File: src/rtl/layer5_pkg.sv
// Shared widths and arithmetic helpers for the layer-5 group-2 bias/ReLU accumulator.
package layer5_pkg;

  localparam int N_LANES = 8;
  localparam int IN_W    = 18;
  localparam int OUT_W   = 16;
  localparam int N_PASS  = 4;
  localparam int SHIFT   = 2;
  // One guard bit above the pass growth keeps acc overflow-free for any psum/bias mix.
  localparam int ACC_W   = IN_W + $clog2(N_PASS) + 1;

  function automatic logic [IN_W-1:0] lane_slice(input logic [N_LANES*IN_W-1:0] vec,
                                                 input int                        idx);
    lane_slice = vec[idx*IN_W +: IN_W];
  endfunction

  function automatic logic signed [ACC_W-1:0] sext(input logic [IN_W-1:0] v);
    sext = {{(ACC_W-IN_W){v[IN_W-1]}}, v};
  endfunction

  function automatic logic [OUT_W-1:0] sat_relu(input logic signed [ACC_W-1:0] sum,
                                                input int                      shift);
    logic signed [ACC_W-1:0] r;
    r = sum >>> shift;
    if (sum[ACC_W-1]) begin
      sat_relu = {OUT_W{1'b0}};
    end else if (|r[ACC_W-1:OUT_W]) begin
      sat_relu = {OUT_W{1'b1}};
    end else begin
      sat_relu = r[OUT_W-1:0];
    end
  endfunction

endpackage

File: src/rtl/bias_relu_accum_layer5_2_lane.sv
// One output-channel lane: pass accumulator with bias folded into the first pass,
// and a registered ReLU/shift/saturate result.
module bias_relu_lane
  import layer5_pkg::*;
#(
  parameter int RSHIFT = 2
) (
  input  logic             clk,
  input  logic             rst_n,
  input  logic             clr,
  input  logic             in_valid,
  input  logic             first,
  input  logic             last,
  input  logic [IN_W-1:0]  psum,
  input  logic [IN_W-1:0]  bias,
  output logic [OUT_W-1:0] act
);

  logic signed [ACC_W-1:0] acc_r;
  logic signed [ACC_W-1:0] base_s;
  logic signed [ACC_W-1:0] sum_s;
  logic [OUT_W-1:0]        act_r;

  // Running sum including this cycle's psum; the first pass restarts from the bias.
  always_comb begin
    base_s = acc_r;
    if (first) begin
      base_s = sext(bias);
    end else begin
      base_s = acc_r;
    end
    sum_s = base_s + sext(psum);
  end

  // Accumulator register, emptied on abort and after the pixel's last pass.
  always_ff @(posedge clk or negedge rst_n) begin
    if (!rst_n) begin
      acc_r <= {ACC_W{1'b0}};
    end else if (clr) begin
      acc_r <= {ACC_W{1'b0}};
    end else if (in_valid) begin
      if (last) begin
        acc_r <= {ACC_W{1'b0}};
      end else begin
        acc_r <= sum_s;
      end
    end else begin
      acc_r <= acc_r;
    end
  end

  // Output activation, updated only by a completed (non-aborted) last pass.
  always_ff @(posedge clk or negedge rst_n) begin
    if (!rst_n) begin
      act_r <= {OUT_W{1'b0}};
    end else if (clr) begin
      act_r <= act_r;
    end else if (in_valid && last) begin
      act_r <= sat_relu(sum_s, RSHIFT);
    end else begin
      act_r <= act_r;
    end
  end

  assign act = act_r;

endmodule

File: src/rtl/bias_relu_accum_layer5_2.sv
// Layer-5 group-2 post-adder-tree stage: shared pass sequencing and valid pulse
// around N_adder_tree independent bias/ReLU accumulator lanes.
module bias_relu_accum_layer5_2
  import layer5_pkg::*;
#(
  parameter int N_adder_tree = N_LANES,
  parameter int IN_W         = layer5_pkg::IN_W,
  parameter int N_PASS       = layer5_pkg::N_PASS,
  parameter int SHIFT        = layer5_pkg::SHIFT,
  parameter int OUT_W        = layer5_pkg::OUT_W,
  localparam int PW          = (N_PASS > 1) ? $clog2(N_PASS) : 1
) (
  input  logic                      clk,
  input  logic                      rst_n,
  input  logic                      clr,
  input  logic                      in_valid,
  input  logic [N_adder_tree*IN_W-1:0]  psum,
  input  logic [N_adder_tree*IN_W-1:0]  bias,
  output logic                      out_valid,
  output logic [N_adder_tree*OUT_W-1:0] act,
  output logic [PW-1:0]             pass_idx
);

  localparam logic [PW-1:0] LAST_IDX = PW'(N_PASS - 1);

  logic [PW-1:0] pass_idx_r;
  logic          out_valid_r;
  logic          first_s;
  logic          last_s;

  assign first_s = (pass_idx_r == {PW{1'b0}});
  assign last_s  = (pass_idx_r == LAST_IDX);

  // Pass counter: advances per valid pass, wraps after the last, cleared by abort.
  always_ff @(posedge clk or negedge rst_n) begin
    if (!rst_n) begin
      pass_idx_r <= {PW{1'b0}};
    end else if (clr) begin
      pass_idx_r <= {PW{1'b0}};
    end else if (in_valid) begin
      if (last_s) begin
        pass_idx_r <= {PW{1'b0}};
      end else begin
        pass_idx_r <= pass_idx_r + PW'(1);
      end
    end else begin
      pass_idx_r <= pass_idx_r;
    end
  end

  // Single-cycle pixel-complete strobe, aligned with the registered act lanes.
  always_ff @(posedge clk or negedge rst_n) begin
    if (!rst_n) begin
      out_valid_r <= 1'b0;
    end else if (clr) begin
      out_valid_r <= 1'b0;
    end else begin
      out_valid_r <= in_valid & last_s;
    end
  end

  for (genvar i = 0; i < N_adder_tree; i++) begin : g_lane
    bias_relu_lane #(
      .RSHIFT (SHIFT)
    ) u_lane (
      .clk      (clk),
      .rst_n    (rst_n),
      .clr      (clr),
      .in_valid (in_valid),
      .first    (first_s),
      .last     (last_s),
      .psum     (lane_slice(psum, i)),
      .bias     (lane_slice(bias, i)),
      .act      (act[OUT_W*i +: OUT_W])
    );
  end

  assign out_valid = out_valid_r;
  assign pass_idx  = pass_idx_r;

endmodule

File: config.mk
export PLATFORM = sky130hd
export DESIGN_NAME = bias_relu_accum_layer5_2
export DESIGN_NICKNAME = d
export VERILOG_FILES = /design/src/rtl/layer5_pkg.sv /design/src/rtl/bias_relu_accum_layer5_2_lane.sv /design/src/rtl/bias_relu_accum_layer5_2.sv
export SDC_FILE = /design/constraint.sdc
export NUM_CORES = 1
export LEC_CHECK = 0
export BUFFER_PORTS_ARGS = -buffer_cell sky130_fd_sc_hd__buf_2
export CORE_MARGIN = 1
export CORE_UTILIZATION = 61
export DETAILED_ROUTE_END_ITERATION = 10
export PLACE_DENSITY = 0.87
export SYNTH_ARGS = -nofsm -noshare
export SYNTH_HDL_FRONTEND = slang
export SYNTH_SLANG_ARGS = --single-unit
File: constraint.sdc
create_clock -name clk -period 10.1 [get_ports clk]
set_input_delay 1.515 -clock clk [delete_from_list [all_inputs] [get_ports clk]]
set_output_delay 1.515 -clock clk [all_outputs]
set_load 0.02 [all_outputs]
Word-level counts from Yosys, hierarchy flattened --
Index checks and enable logic that the tools add are counted.
Storage, ports and cells: word-level logic and storage cells 94, bits in registers 299, input bits 292, output and inout port bits 131
Operators by class: reductions and logical operators 12, bitwise gates (word level) 2, add/sub/neg operators 9, multiplexer cells 52, equal/unequal tests 1
Operators with widths (number):
- $mux W21 | 32
- $mux W16 | 16
- $add A21 B18 Y21 | 8
- $reduce_or A3 Y1 | 8
- $mux W2 | 3
- $add A2 B1 Y2 const B | 1
- $eq A2 B2 Y1 const B | 1
- $logic_not A2 Y1 | 1
- $reduce_and A2 Y1 | 1
- $reduce_bool A2 Y1 | 1
- $and A1 B1 Y1 | 1
- $logic_and A1 B1 Y1 | 1
- $mux W1 | 1
- $not A1 Y1 | 1

Logic depth before layout (Yosys ltp) --
Gate-level depths: netlist (run 1).
depth in word-level cells 6, gate-level depth with buffers 19, gate-level depth less buffers 13

Modules after synthesis --
Synthesis (run 1) repeated with hierarchy kept, for this count alone.
Second synthesis, totals: cells, all modules 2441, area total of the unflattened synthesis 22621.7 um2
Modules (own cells, without submodules):
- bias_relu_lane (g_lane[3].u_lane ...) | cells an instance 305, sequential area each 925.9 um2, area an instance 2840.2 um2, instances 5
- bias_relu_lane (g_lane[1].u_lane ...) | cells an instance 301, sequential area each 925.9 um2, area an instance 2750.1 um2, instances 2
- bias_relu_lane (g_lane[0].u_lane) | cells an instance 301, sequential area each 925.9 um2, area an instance 2778.9 um2, instances 1
- bias_relu_accum_layer5_2 | cells an instance 13, sequential area each 75.1 um2, area an instance 141.4 um2, instances 1

Least setup slack after synthesis (run 1) --
OpenSTA, ideal clock, no wires.
path type reg-to-reg, start register pass_idx_r[0] (netlist: pass_idx[0]), end register g_lane[5].u_lane.act_r[10], cell stages (with the launch flop) 20, data required time 9.977 ns, period minus slack after synthesis 4.869 ns, setup time 0.123 ns, path slack 5.231 ns, path buffers 6, arrival time 4.746 ns, cells stage by stage dfrtp_1 inv_1 ha_1 clkbuf_1 clkbuf_1 clkbuf_1 clkbuf_1 mux2_2 ha_1 fa_1 a21o_1 a2bb2oi_1 o2111ai_1 a41oi_1 o21ai_1 xor2_1 or3_1 buf_6 buf_8 o221a_1
Between the ends: cells in the longest elaborated chain, start to end 6, elaborated cells on any way between the ends 9, those cells by class 1 x add/sub; 1 x eq/ne; 3 x mux; 4 x reduce/logical
Ends and longest elaborated chain:
- start: declaration | line bias_relu_accum_layer5_2.sv:26 | logic [PW-1:0] pass_idx_r;
- start signal: assignment | line bias_relu_accum_layer5_2.sv:37 | pass_idx_r <= {PW{1'b0}};
- start signal: assignment | line bias_relu_accum_layer5_2.sv:39 | pass_idx_r <= {PW{1'b0}};
- start signal: assignment | line bias_relu_accum_layer5_2.sv:42 | pass_idx_r <= {PW{1'b0}};
- $logic_not A2 Y1 | line bias_relu_accum_layer5_2.sv:31 | assign first_s = (pass_idx_r == {PW{1'b0}});
- $mux W21 | line bias_relu_accum_layer5_2_lane.sv:27 | if (first) begin
- $add A21 B18 Y21 | line bias_relu_accum_layer5_2_lane.sv:32 | sum_s = base_s + sext(psum);
- $reduce_or A3 Y1 | line layer5_pkg.sv:27 | end else if (|r[ACC_W-1:OUT_W]) begin
- $mux W16 | line layer5_pkg.sv:27
- $mux W16 | line layer5_pkg.sv:25 | if (sum[ACC_W-1]) begin
- end signal: assignment | line bias_relu_accum_layer5_2_lane.sv:55 | act_r <= {OUT_W{1'b0}};
- end signal: assignment | line bias_relu_accum_layer5_2_lane.sv:57 | act_r <= act_r;
- end signal: assignment | line bias_relu_accum_layer5_2_lane.sv:59 | act_r <= sat_relu(sum_s, RSHIFT);
- end: declaration | line bias_relu_accum_layer5_2_lane.sv:22 | logic [OUT_W-1:0] act_r;
Parallel ways exist; a longest one is shown, timed or not. A chain may end at the register's enable or synchronous reset.

Final worst setup path (run 1) --
start register pass_idx_r[0] (netlist: pass_idx[0]), end register g_lane[7].u_lane.act_r[0]
Between the ends: cells in the longest elaborated chain, start to end 6, elaborated cells on any way between the ends 9, those cells by class 1 x add/sub; 1 x eq/ne; 3 x mux; 4 x reduce/logical
Ends and longest elaborated chain (line):
- $logic_not A2 Y1 | bias_relu_accum_layer5_2.sv:31
- $mux W21 | bias_relu_accum_layer5_2_lane.sv:27
- $add A21 B18 Y21 | bias_relu_accum_layer5_2_lane.sv:32
- $reduce_or A3 Y1 | layer5_pkg.sv:27
- $mux W16 | layer5_pkg.sv:27
- $mux W16 | layer5_pkg.sv:25
- end signal: assignment | bias_relu_accum_layer5_2_lane.sv:55
- end signal: assignment | bias_relu_accum_layer5_2_lane.sv:57
- end signal: assignment | bias_relu_accum_layer5_2_lane.sv:59
- end: declaration | bias_relu_accum_layer5_2_lane.sv:22
Parallel ways exist; a longest one is shown, timed or not.

==> metrics, run 1 <==
status finished, final reports clean; P&R area growth vs syn 17.2%; I/O Pins 423; H-tree depth 2; DP Worst Slack 4.71 ns; layout cells sized above 1 26.0%; TNS Setup 0 ns; R2R cell count 14; Setup Crit Path Kind flop to flop; CP Data Required Time 10.56 ns; clock sink total 299; syn_area_per_cell 9.43 µm²; Psw 0.00200 W; P_leak 12.1 nW; Post-DRT Antenna Nets 0; Clk pwr share 25.5%; post-DP HPWL 44.1 mm; synthesized area 0.0210 mm²; crit-path max cell delay 0.96 ns; R2R Setup Slk 4.58 ns; FILL cells 2443; Least-Margin Pin Slew 1.21 ns; Worst-Skew Late Latency 0.53 ns; Startpoint Class flop; cts repair resizes 0; drt first pass iters 6; Peak supply drop 150 µV; Synth async-reset ratio 100%; unrepaired setup endpoints after global routing no; vias per inst 6.45; relative slew slack 18.9%; critical path's slowest cell xor2_1; Synth cell types 86; TritonCTS clock tree built; Hold Crit Endpoint g_lane[7].u_lane.act[1]$_DFFE_PN0P_; Hold-fix buffers, CTS 0; max-slew violation count 0; final wirelength 63.4 mm; post-synthesis sequential area ratio 35.7%; Vias 19900; Root Buffer clkbuf_16; initial antenna violation count 28; Sequential Power Share 31.4%; vias in the first global route 19500; Cell Pwr Density 209 mW/mm²; I/O Buffers 422; Hold Path Depth 2; # Post-CTS Setup Buffers 0; Worst Path Max Fanout 67; EDFF count, synth 0; Num CTS Buffers 35; CP endpoint kind flop; GRT overflow 0; CP Cell Sequence inv_1 > ha_4 > buf_4 > mux2_2 > ha_1 > fa_1 > a211oi_1 > o21ai_0 > nand4_1 > nand4_1 > or3b_1 > xor2_1 > o311ai_0 > nand2_1; Int Power 0.00313 W; Reg2Reg Capture Point g_lane[7].u_lane.act[0]$_DFFE_PN0P_; flops & latches, synth 299; final hold vios 0; PnR worst setup slack 4.58 ns; HP Start g_lane[7].u_lane.act[1]$_DFFE_PN0P_; largest net degree at the start of global routing 177; final worst path period share 54.7%; core area 0.0337 mm²; Crit path top cell by count nand4_1; fmax 181 MHz; first-pass GRT wire length 100 mm; CTS max path bufs 3; initial core utilization 62.3%; final setup fails 0; chip width 187 µm; CP arrival 5.98 ns; Total Routing Usage GR 35.0%; Cells after Synth 2225; DIE HEIGHT 187 µm; Layout Nets 3048; die area 0.0352 mm²; Worst Skew 0.0157 ns; Avg WL per Cell 20.6 µm; Detailed Route Iter0 Violations 1763; Reg2Reg Launch Point pass_idx[0]$_DFFE_PN0P_; Max Cap Viol 0; Rows 67; worst min-delay path class flop to flop; # DRC 0; Worst-path clk slew 0.06 ns; final worst path period need 5.52 ns; Combinational Power Share 43.1%; Post-synth top flop dfrtp_1; switching part of the total 38.9%; syn nets 2687; GP Congestion 1.00; Ys Warns 0
power by group through the flow:
stage | registers, W | clock network, W | logic (W)
after floorplan | 0.00177 | 0 | 0.00137
after global placement | 0.00161 | 0 | 0.00208
after detailed placement | 0.00162 | 0 | 0.00215
after CTS | 0.00160 | 0.00132 | 0.00217
after global routing | 0.00163 | 0.00137 | 0.00239
final | 0.00161 | 0.00131 | 0.00221
cells in the final DEF, fill, tap and decap left out, types with 14 or more instances in the layout:
| cell type | Yosys | layout |
|---|---|---|
| buf_2 | 8 | 421 |
| dfrtp_1 | 299 | 299 |
| nand2_1 | 201 | 201 |
| o21ai_0 | 176 | 176 |
| ha_1 | 162 | 161 |
| nor2_1 | 145 | 144 |
| mux2_2 | 137 | 137 |
| a21oi_1 | 125 | 125 |
| a22o_1 | 96 | 96 |
| xnor2_1 | 87 | 87 |
| inv_1 | 78 | 77 |
| a21o_1 | 70 | 70 |
| a211oi_1 | 59 | 59 |
| xor2_1 | 50 | 50 |
| clkbuf_16 | 0 | 37 |
| nor3_1 | 31 | 31 |
| o21bai_1 | 26 | 26 |
| a31oi_1 | 25 | 25 |
| nand4_1 | 22 | 22 |
| o31ai_1 | 22 | 22 |
| diode_2 | 0 | 21 |
| o211ai_1 | 20 | 20 |
| o21a_1 | 19 | 19 |
| o21ai_1 | 18 | 18 |
| nor2b_1 | 17 | 17 |
| buf_4 | 0 | 17 |
| o221a_2 | 16 | 16 |
| o221a_1 | 16 | 16 |
| nand3_1 | 14 | 14 |
worst max path at each step:
stage,start,end,slack [ns],cells past startpoint
after floorplan,pass_idx[0]$_DFFE_PN0P_,g_lane[5].u_lane.act[10]$_DFFE_PN0P_,5.23,19
after global placement,pass_idx[0]$_DFFE_PN0P_,g_lane[4].u_lane.act[14]$_DFFE_PN0P_,4.87,14
after detailed placement,pass_idx[0]$_DFFE_PN0P_,g_lane[7].u_lane.act[0]$_DFFE_PN0P_,4.71,14
after CTS,pass_idx[0]$_DFFE_PN0P_,g_lane[4].u_lane.act[13]$_DFFE_PN0P_,4.68,14
after global routing,pass_idx[0]$_DFFE_PN0P_,g_lane[7].u_lane.act[0]$_DFFE_PN0P_,4.28,14
final,pass_idx[0]$_DFFE_PN0P_,g_lane[7].u_lane.act[0]$_DFFE_PN0P_,4.58,14
synth_stat cells (9+ instances only):
master,n,area share [%]
inv_1,78,1.4
dfrtp_1,299,36
o221a_1,16,0.86
a22o_1,96,4.0
a31oi_1,25,0.75
clkbuf_1,99,1.8
nor3_1,31,0.74
o21a_1,19,0.68
nor2_1,145,2.6
o221a_2,16,0.86
nand3_1,14,0.33
o21ai_0,176,4.2
xnor2_1,87,3.6
o21ai_1,18,0.43
nand2_1,201,3.6
ha_1,162,9.7
nor2b_1,17,0.51
o21bai_1,26,0.93
o31ai_1,22,0.79
a21o_1,70,2.5
nand2b_1,9,0.27
xor2_1,50,2.1
mux2_2,137,7.4
a211oi_1,59,2.1
and4_1,10,0.42
and3_1,13,0.39
o211ai_1,20,0.72
a21oi_1,125,3.0
o311ai_1,13,0.54
nand4_1,22,0.66
critical path: cells and delay by family (launching register included):
family	cells	cell delay, ns
adders and majority gates	3	1.19
xor gates and xnor gates	1	0.96
and+or+nand+nor	4	0.64
buffers and inverters	2	0.87
muxes	1	0.41
DFF	1	0.42
AOI/OAI and AO/OA	3	0.83
final cells by class:
cell class	instances	area (µm²)	share of cell area, %
Clock buffer	53	1050	4.25
Tap cell	448	561	2.28
Inverter	78	294	1.20
Sequential cell	299	7480	30.4
Clock inverter	10	131	0.534
Timing Repair Buffer	440	2270	9.23
Multi-Input combinational cell	1732	12800	51.9
Antenna cell	21	52.6	0.214
metrics by stage:
stage / utilization (%) / cells / hold WS (ns) / cell area (µm²) / power, W
floorplan: - / 2225 / 0.446 / 21000 / 0.00314
global route: 73.0 / 3077 / 0.483 / 24600 / 0.00539
detailed placement: 69.3 / 2997 / 0.452 / 23400 / 0.00377
global placement: 69.3 / 2997 / 0.447 / 23400 / 0.00368
CTS: 72.8 / 3060 / 0.465 / 24500 / 0.00510
finish: 73.0 / 3081 / 0.464 / 24600 / 0.00513
cell families (layout without fill, tap and decap cells):
group	Yosys count	count (layout)	synth area share, %
xor gates and xnor gates	138	138	5.79
adders and majority gates	170	170	10.4
AOI/OAI and AO/OA	776	776	25.8
other	0	21	0
DFF	299	299	35.7
muxes	145	145	7.73
and+or+nand+nor	503	503	10.9
buffers and inverters	194	581	3.68
sequential cells by signal, indices dropped and copies added (netlist names):
register and cells:
g_lane.u_lane.acc_r 168, g_lane.u_lane.act 128, out_valid 1, pass_idx 2
per-layer routing:
| layer | GRT usage, % | wire [µm] | part of all wire (%) |
|---|---|---|---|
| met2 | 57.0 | 29800 | 47 |
| met4 | 16.0 | 2800 | 4.4 |
| met5 | 0 | 86 | 0.14 |
| met1 | 44.6 | 25000 | 39 |
| met3 | 7.69 | 5650 | 8.9 |
Power figures use the tool's default switching activity.
==> run 2, diff against run 1 <==
- ABC_AREA: default -> 1
- CORE_UTILIZATION: 61 -> 52
- PLACE_DENSITY: 0.87 -> 0.78
- clock period: 10.1 -> 4.6 ns (I/O delays scaled with it)
==> run 2 against run 1 <==
Critical path depth is the same. Global-route usage fell by 2.3 points. Fmax grew 49%. Register-to-register slack worse by 3.7 ns.
==> metrics, run 2 <==
FILL cells 4464; max reg flops 168; Cell Pwr Density 414 mW/mm²; worst min-delay path class input port to asynchronous set/reset pin; initial antenna violation count 22; syn nets 4181; Multi-input gate area 0.0142 mm²; synthesized area 0.0241 mm²; Ys Warns 0; largest net degree at the start of global routing 122; fmax 270 MHz; sequential cell area 0.00748 mm²; first-pass GRT wire length 124 mm; Worst Path Max Fanout 121; largest register by flop count g_lane.u_lane.acc_r; CTS max path bufs 3; Combinational Power Share 45.5%; Total Routing Usage GR 32.7%; P_leak 15.6 nW; syn_area_per_cell 6.49 µm²; Post-synth top flop dfrtp_1; final hold vios 0; Detailed Route Iter0 Violations 1754; H-tree depth 2; DP Area 0.0267 mm²; Worst-Skew Late Latency 0.56 ns; max-slew violation count 0; status finished, final reports clean; Post-DRT Antenna Nets 0; # DRC 0; chip width 217 µm; final setup fails 0; Peak supply drop 368 µV; vias per inst 5.35; EDFF count, synth 0; Clk pwr share 25.7%; Synth async-reset ratio 100%; P&R area growth vs syn 15.9%; Root Buffer clkbuf_16; switching part of the total 43.2%; layout cells sized above 1 13.0%; final wirelength 77.8 mm; CP Data Required Time 5.05 ns; # Post-CTS Setup Buffers 0; Max Cap Viol 0; clock sink total 299; Avg WL per Cell 16.4 µm; TritonCTS clock tree built; unrepaired setup endpoints after global routing no; dpl cells 4648; top cell type's share of synthesized area 31.0%; Cells after Synth 3719; cts repair resizes 0; top cells by instance count after synthesis nand2_1 (1474), inv_1 (518), dfrtp_1 (299); Worst-path clk slew 0.06 ns; TNS Setup 0 ns; relative slew slack 31.8%; Num CTS Buffers 37; commonest non-fill, non-tap cells in the layout nand2_1 (1474), inv_1 (518), buf_2 (421); final worst path period need 3.70 ns; Startpoint Class flop; Layout Nets 4549; I/O Pins 423; Rows 78; Least-Margin Pin Slew 1.02 ns; final worst path period share 80.5%; Non-Filler Instances 4729; GP Congestion 1.00; ranking of synthesized cells by area dfrtp_1 (31%), nand2_1 (23%), ha_1 (8.4%); Worst Skew 0.0182 ns; flops & latches, synth 299; vias in the first global route 24400; Final Power 0.0116 W; die area 0.0473 mm²; Psw 0.00500 W; Hold-fix buffers, CTS 0; drt first pass iters 8; initial core utilization 53.0%; core area 0.0456 mm²; Synth cell types 31; GRT overflow 0; Int Power 0.00659 W; R2R cell count 14; cell taking the most area after synthesis dfrtp_1; post-DP HPWL 59.3 mm; CP arrival 4.15 ns; Vias 25300; Setup Crit Path Kind flop to flop; commonest non-fill, non-tap cell in the layout nand2_1; Finished Cell Area 0.0280 mm²; most common cell in the synthesized netlist nand2_1; post-synthesis sequential area ratio 31.0%; Sequential Power Share 28.8%; I/O Buffers 422; CP endpoint kind flop; DIE HEIGHT 217 µm
run 2: changes by cell type after synthesis, sizes merged, moves of 96 or more:
cell	delta
mux2	-137
nand3	+133
inv	+443
a22o	-96
o22ai	+138
nand2	+1278
nand4	+139
run 2: kinds of logic after synthesis:
family	after synthesis	share of synthesized area, %
compound gates	474	11.2
xor+xnor	86	3.12
fa+ha+maj	170	9.06
buf+inv	641	10.5
flops	299	31.0
simple gates	2049	35.1
run 2: layout make-up:
cell class / count / share of cell area, %
Tap cell: 600 / 2.68
Antenna cell: 17 / 0.152
Sequential cell: 299 / 26.7
Clock buffer: 49 / 3.76
Timing Repair Buffer: 445 / 8.42
Clock inverter: 15 / 0.590
Inverter: 525 / 7.07
Multi-Input combinational cell: 2779 / 50.6
run 2: worst max-delay path, cell delays in order (launching register included):
cell and delay (ns):
dfrtp_1 0.39, inv_1 0.14, ha_4 0.24, buf_12 0.35, o21ai_0 0.19, ha_1 0.28
fa_1 0.48, nand3_1 0.10, nand3_1 0.15, nand3_1 0.18, nand4_1 0.15, nand2_1 0.48
nand4_1 0.17, nand2_1 0.11, nand2_1 0.05
run 2: through the flow:
stage	hold slack [ns]	setup slack, ns	util [%]
after detailed placement	0.460	0.963	58.6
after global placement	0.458	1.07	58.6
final	0.141	0.899	61.4
after CTS	0.188	0.979	61.3
after global routing	0.209	0.568	61.4
after floorplan	0.394	1.26	-
run 2: routing by layer:
layer / track usage (%) / up-vias / routed length [µm]
li1: - / 12700 / -
met1: 42.7 / 11600 / 34000
met2: 53.7 / 799 / 35600
met3: 5.68 / 169 / 5310
met4: 12.6 / 20 / 2750
met5: 0 / - / 143
run 2: path summary, 6_finish.rpt:
kind | start | end | slack (ns)
max | pass_idx[0]$_DFFE_PN0P_ | g_lane[5].u_lane.act[0]$_DFFE_PN0P_ | 0.90
min | rst_n | g_lane[4].u_lane.act[6]$_DFFE_PN0P_ | 0.14
max reg2reg | pass_idx[0]$_DFFE_PN0P_ | g_lane[5].u_lane.act[0]$_DFFE_PN0P_ | 0.90
min reg2reg | g_lane[3].u_lane.act[5]$_DFFE_PN0P_ | g_lane[3].u_lane.act[5]$_DFFE_PN0P_ | 0.47
max in group asynchronous | rst_n | g_lane[6].u_lane.act[2]$_DFFE_PN0P_ | 3.41
min in group clk | g_lane[3].u_lane.act[5]$_DFFE_PN0P_ | g_lane[3].u_lane.act[5]$_DFFE_PN0P_ | 0.47
run 2: power groups by stage:
stage | registers [W] | logic, W | clock network (W)
3_5_place_dp | 0.00337 | 0.00518 | 0
5_1_grt | 0.00338 | 0.00586 | 0.00313
6_report | 0.00333 | 0.00527 | 0.00298
2_1_floorplan | 0.00368 | 0.00338 | 0
4_1_cts | 0.00333 | 0.00521 | 0.00304
3_3_place_gp | 0.00336 | 0.00514 | 0
==> run 3, diff against run 2 <==
- ABC_AREA: 1 -> 0
- CORE_UTILIZATION: 52 -> 51
- clock period: 4.6 -> 3.4 ns (I/O delays scaled with it)
==> run 3 against run 2 <==
The flow now finishes with violations (setup timing). Sequential power up 46%. Via count down 7.7%. Non-clock buffer count up 430. Sequential cell count unchanged. Cell count down 24%. Total power up 66%. Critical path depth up 3. Clock skew up 0.0021 ns. Clock-buffer cell count unchanged. Design area up 14%. Core utilization up 18 points. Highest routed layer unchanged.
==> metrics, run 3 (synthesis gave the netlist of run 1 again) <==
CP endpoint kind flop; Rows 73; final hold vios 0; chip width 205 µm; worst min-delay path class input port to flop; vias per inst 6.49; Avg WL per Cell 24.4 µm; first-pass GRT wire length 124 mm; I/O Buffers 422; Least-Margin Pin Slew 1.04 ns; die area 0.0420 mm²; Worst-path clk slew 0.07 ns; Detailed Route Iter0 Violations 2235; Worst-Skew Late Latency 0.57 ns; Setup Crit Path Kind flop to flop; commonest non-fill, non-tap cells in the layout buf_2 (422), buf_4 (358), dfrtp_1 (297); Vias 23300; # DRC 0; P&R area growth vs syn 51.9%; TritonCTS clock tree built; Layout Utilization 79.3%; max reg flops 168; PnR worst setup slack -0.418 ns; Num CTS Buffers 36; failing checks setup timing; commonest non-fill, non-tap cell in the layout buf_2; DIE HEIGHT 205 µm; Total Routing Usage GR 37.5%; layout cells sized above 1 48.5%; largest net degree at the start of global routing 90; Peak supply drop 475 µV; largest register by flop count g_lane.u_lane.acc_r; initial antenna violation count 30; Layout Nets 3488; DP Worst Slack -0.490 ns; GP Congestion 0.954; Post-DRT Antenna Nets 0; initial core utilization 52.2%; Cell Pwr Density 602 mW/mm²; CP arrival 4.26 ns; I/O Pins 423; CTS max path bufs 3; fmax 262 MHz; clock sink total 299; hold_ws 0.242 ns; status finished with violations; relative slew slack 30.3%; Worst Skew 0.0203 ns; CP Data Required Time 3.84 ns; max-slew violation count 0; Max Cap Viol 0; post-DP HPWL 50.9 mm; core area 0.0402 mm²; Root Buffer clkbuf_16; final worst path period need 3.82 ns; final setup fails 171; Worst Path Max Fanout 7; Startpoint Class flop; final worst path period share 112%; Final Power 0.0192 W; GRT overflow 0; unrepaired setup endpoints after global routing yes; P_leak 15.1 nW; drt first pass iters 6; final wirelength 87.9 mm; H-tree depth 2; vias in the first global route 22900
run 3: changes by cell type in the layout (fill, tap and decap cells not counted), moves of 88 or more:
cell / delta
a22o_1: +96
inv_1: -444
o22ai_1: -140
nand2_1: -1281
mux2_2: +88
nand4_1: -139
nand3_1: -135
buf_4: +340
run 3: final timing paths:
check                                                       start                                     end  slack (ns)  depth (start not counted)
min in group asynchronous                                   rst_n  g_lane[7].u_lane.acc_r[14]$_DFFE_PN0P_        0.54                          2
min reg2reg                g_lane[4].u_lane.acc_r[16]$_DFFE_PN0P_  g_lane[4].u_lane.acc_r[16]$_DFFE_PN0P_        0.47                          2
max                                       pass_idx[1]$_DFFE_PN0P_    g_lane[6].u_lane.act[14]$_DFFE_PN0P_       -0.42                         17
min                                                           clr                 pass_idx[1]$_DFFE_PN0P_        0.24                          2
max reg2reg                               pass_idx[1]$_DFFE_PN0P_    g_lane[6].u_lane.act[14]$_DFFE_PN0P_       -0.42                         17
max in group asynchronous                                   rst_n     g_lane[4].u_lane.act[9]$_DFFE_PN0P_        2.01                          3
run 3: cell type report:
class / count / area [µm²]
multi-input combinational: 1736 / 15900
fill: 2289 / 8300
sequential: 299 / 7480
timing repair buffer: 875 / 6290
clock buffer: 49 / 1040
tap: 525 / 657
inverter: 78 / 294
clock inverter: 13 / 150
antenna: 21 / 52.6
run 3: critical path, stage by stage, from the launching register on:
cell and delay (ns):
dfrtp_2 0.40, inv_2 0.07, ha_4 0.17, buf_12 0.12
buf_12 0.11, buf_12 0.12, buf_12 0.15, buf_8 0.12
mux2_4 0.31, ha_4 0.30, nand4b_1 0.18, and4_4 0.27
buf_4 0.14, o32ai_2 0.27, a31o_2 0.16, nand4_1 0.19
or2_1 0.33, o221a_2 0.26
run 3: power breakdown:
| part | leakage [nW] | switching, W | internal (W) |
|---|---|---|---|
| Sequential | 3.97 | 0.000528 | 0.00433 |
| Combinational | 10.5 | 0.00555 | 0.00475 |
| Clock | 0.591 | 0.00167 | 0.00237 |
| Total | 15.1 | 0.00775 | 0.0115 |
run 3: timing repair:
action                     4_1_cts  5_1_grt
hold endpoints to repair         2        0
setup buffers                   88       40
resized for setup              399      244
pin swaps                      131      137
cloned                          17        3
setup endpoints to repair      170      198
hold buffers                     1        0
run 3: through the flow:
step / TNS (ns) / instance area (µm²) / instances
5_1_grt: -60.94 / 31900 / 3590
4_1_cts: -25.00 / 30400 / 3547
6_report: -39.55 / 31900 / 3596
3_3_place_gp: -38.03 / 26100 / 3380
2_1_floorplan: -56.18 / 21400 / 2225
3_5_place_dp: -48.73 / 26100 / 3380
run 3: layer usage:
layer  vias to the layer above  routed length [µm]  track usage, %
met5                         -                 160               0
met4                        24                5480            19.7
met3                       474                8620            9.80
met2                      1522               41600            62.5
met1                     11400               32000            44.3
li1                       9891                   -               -
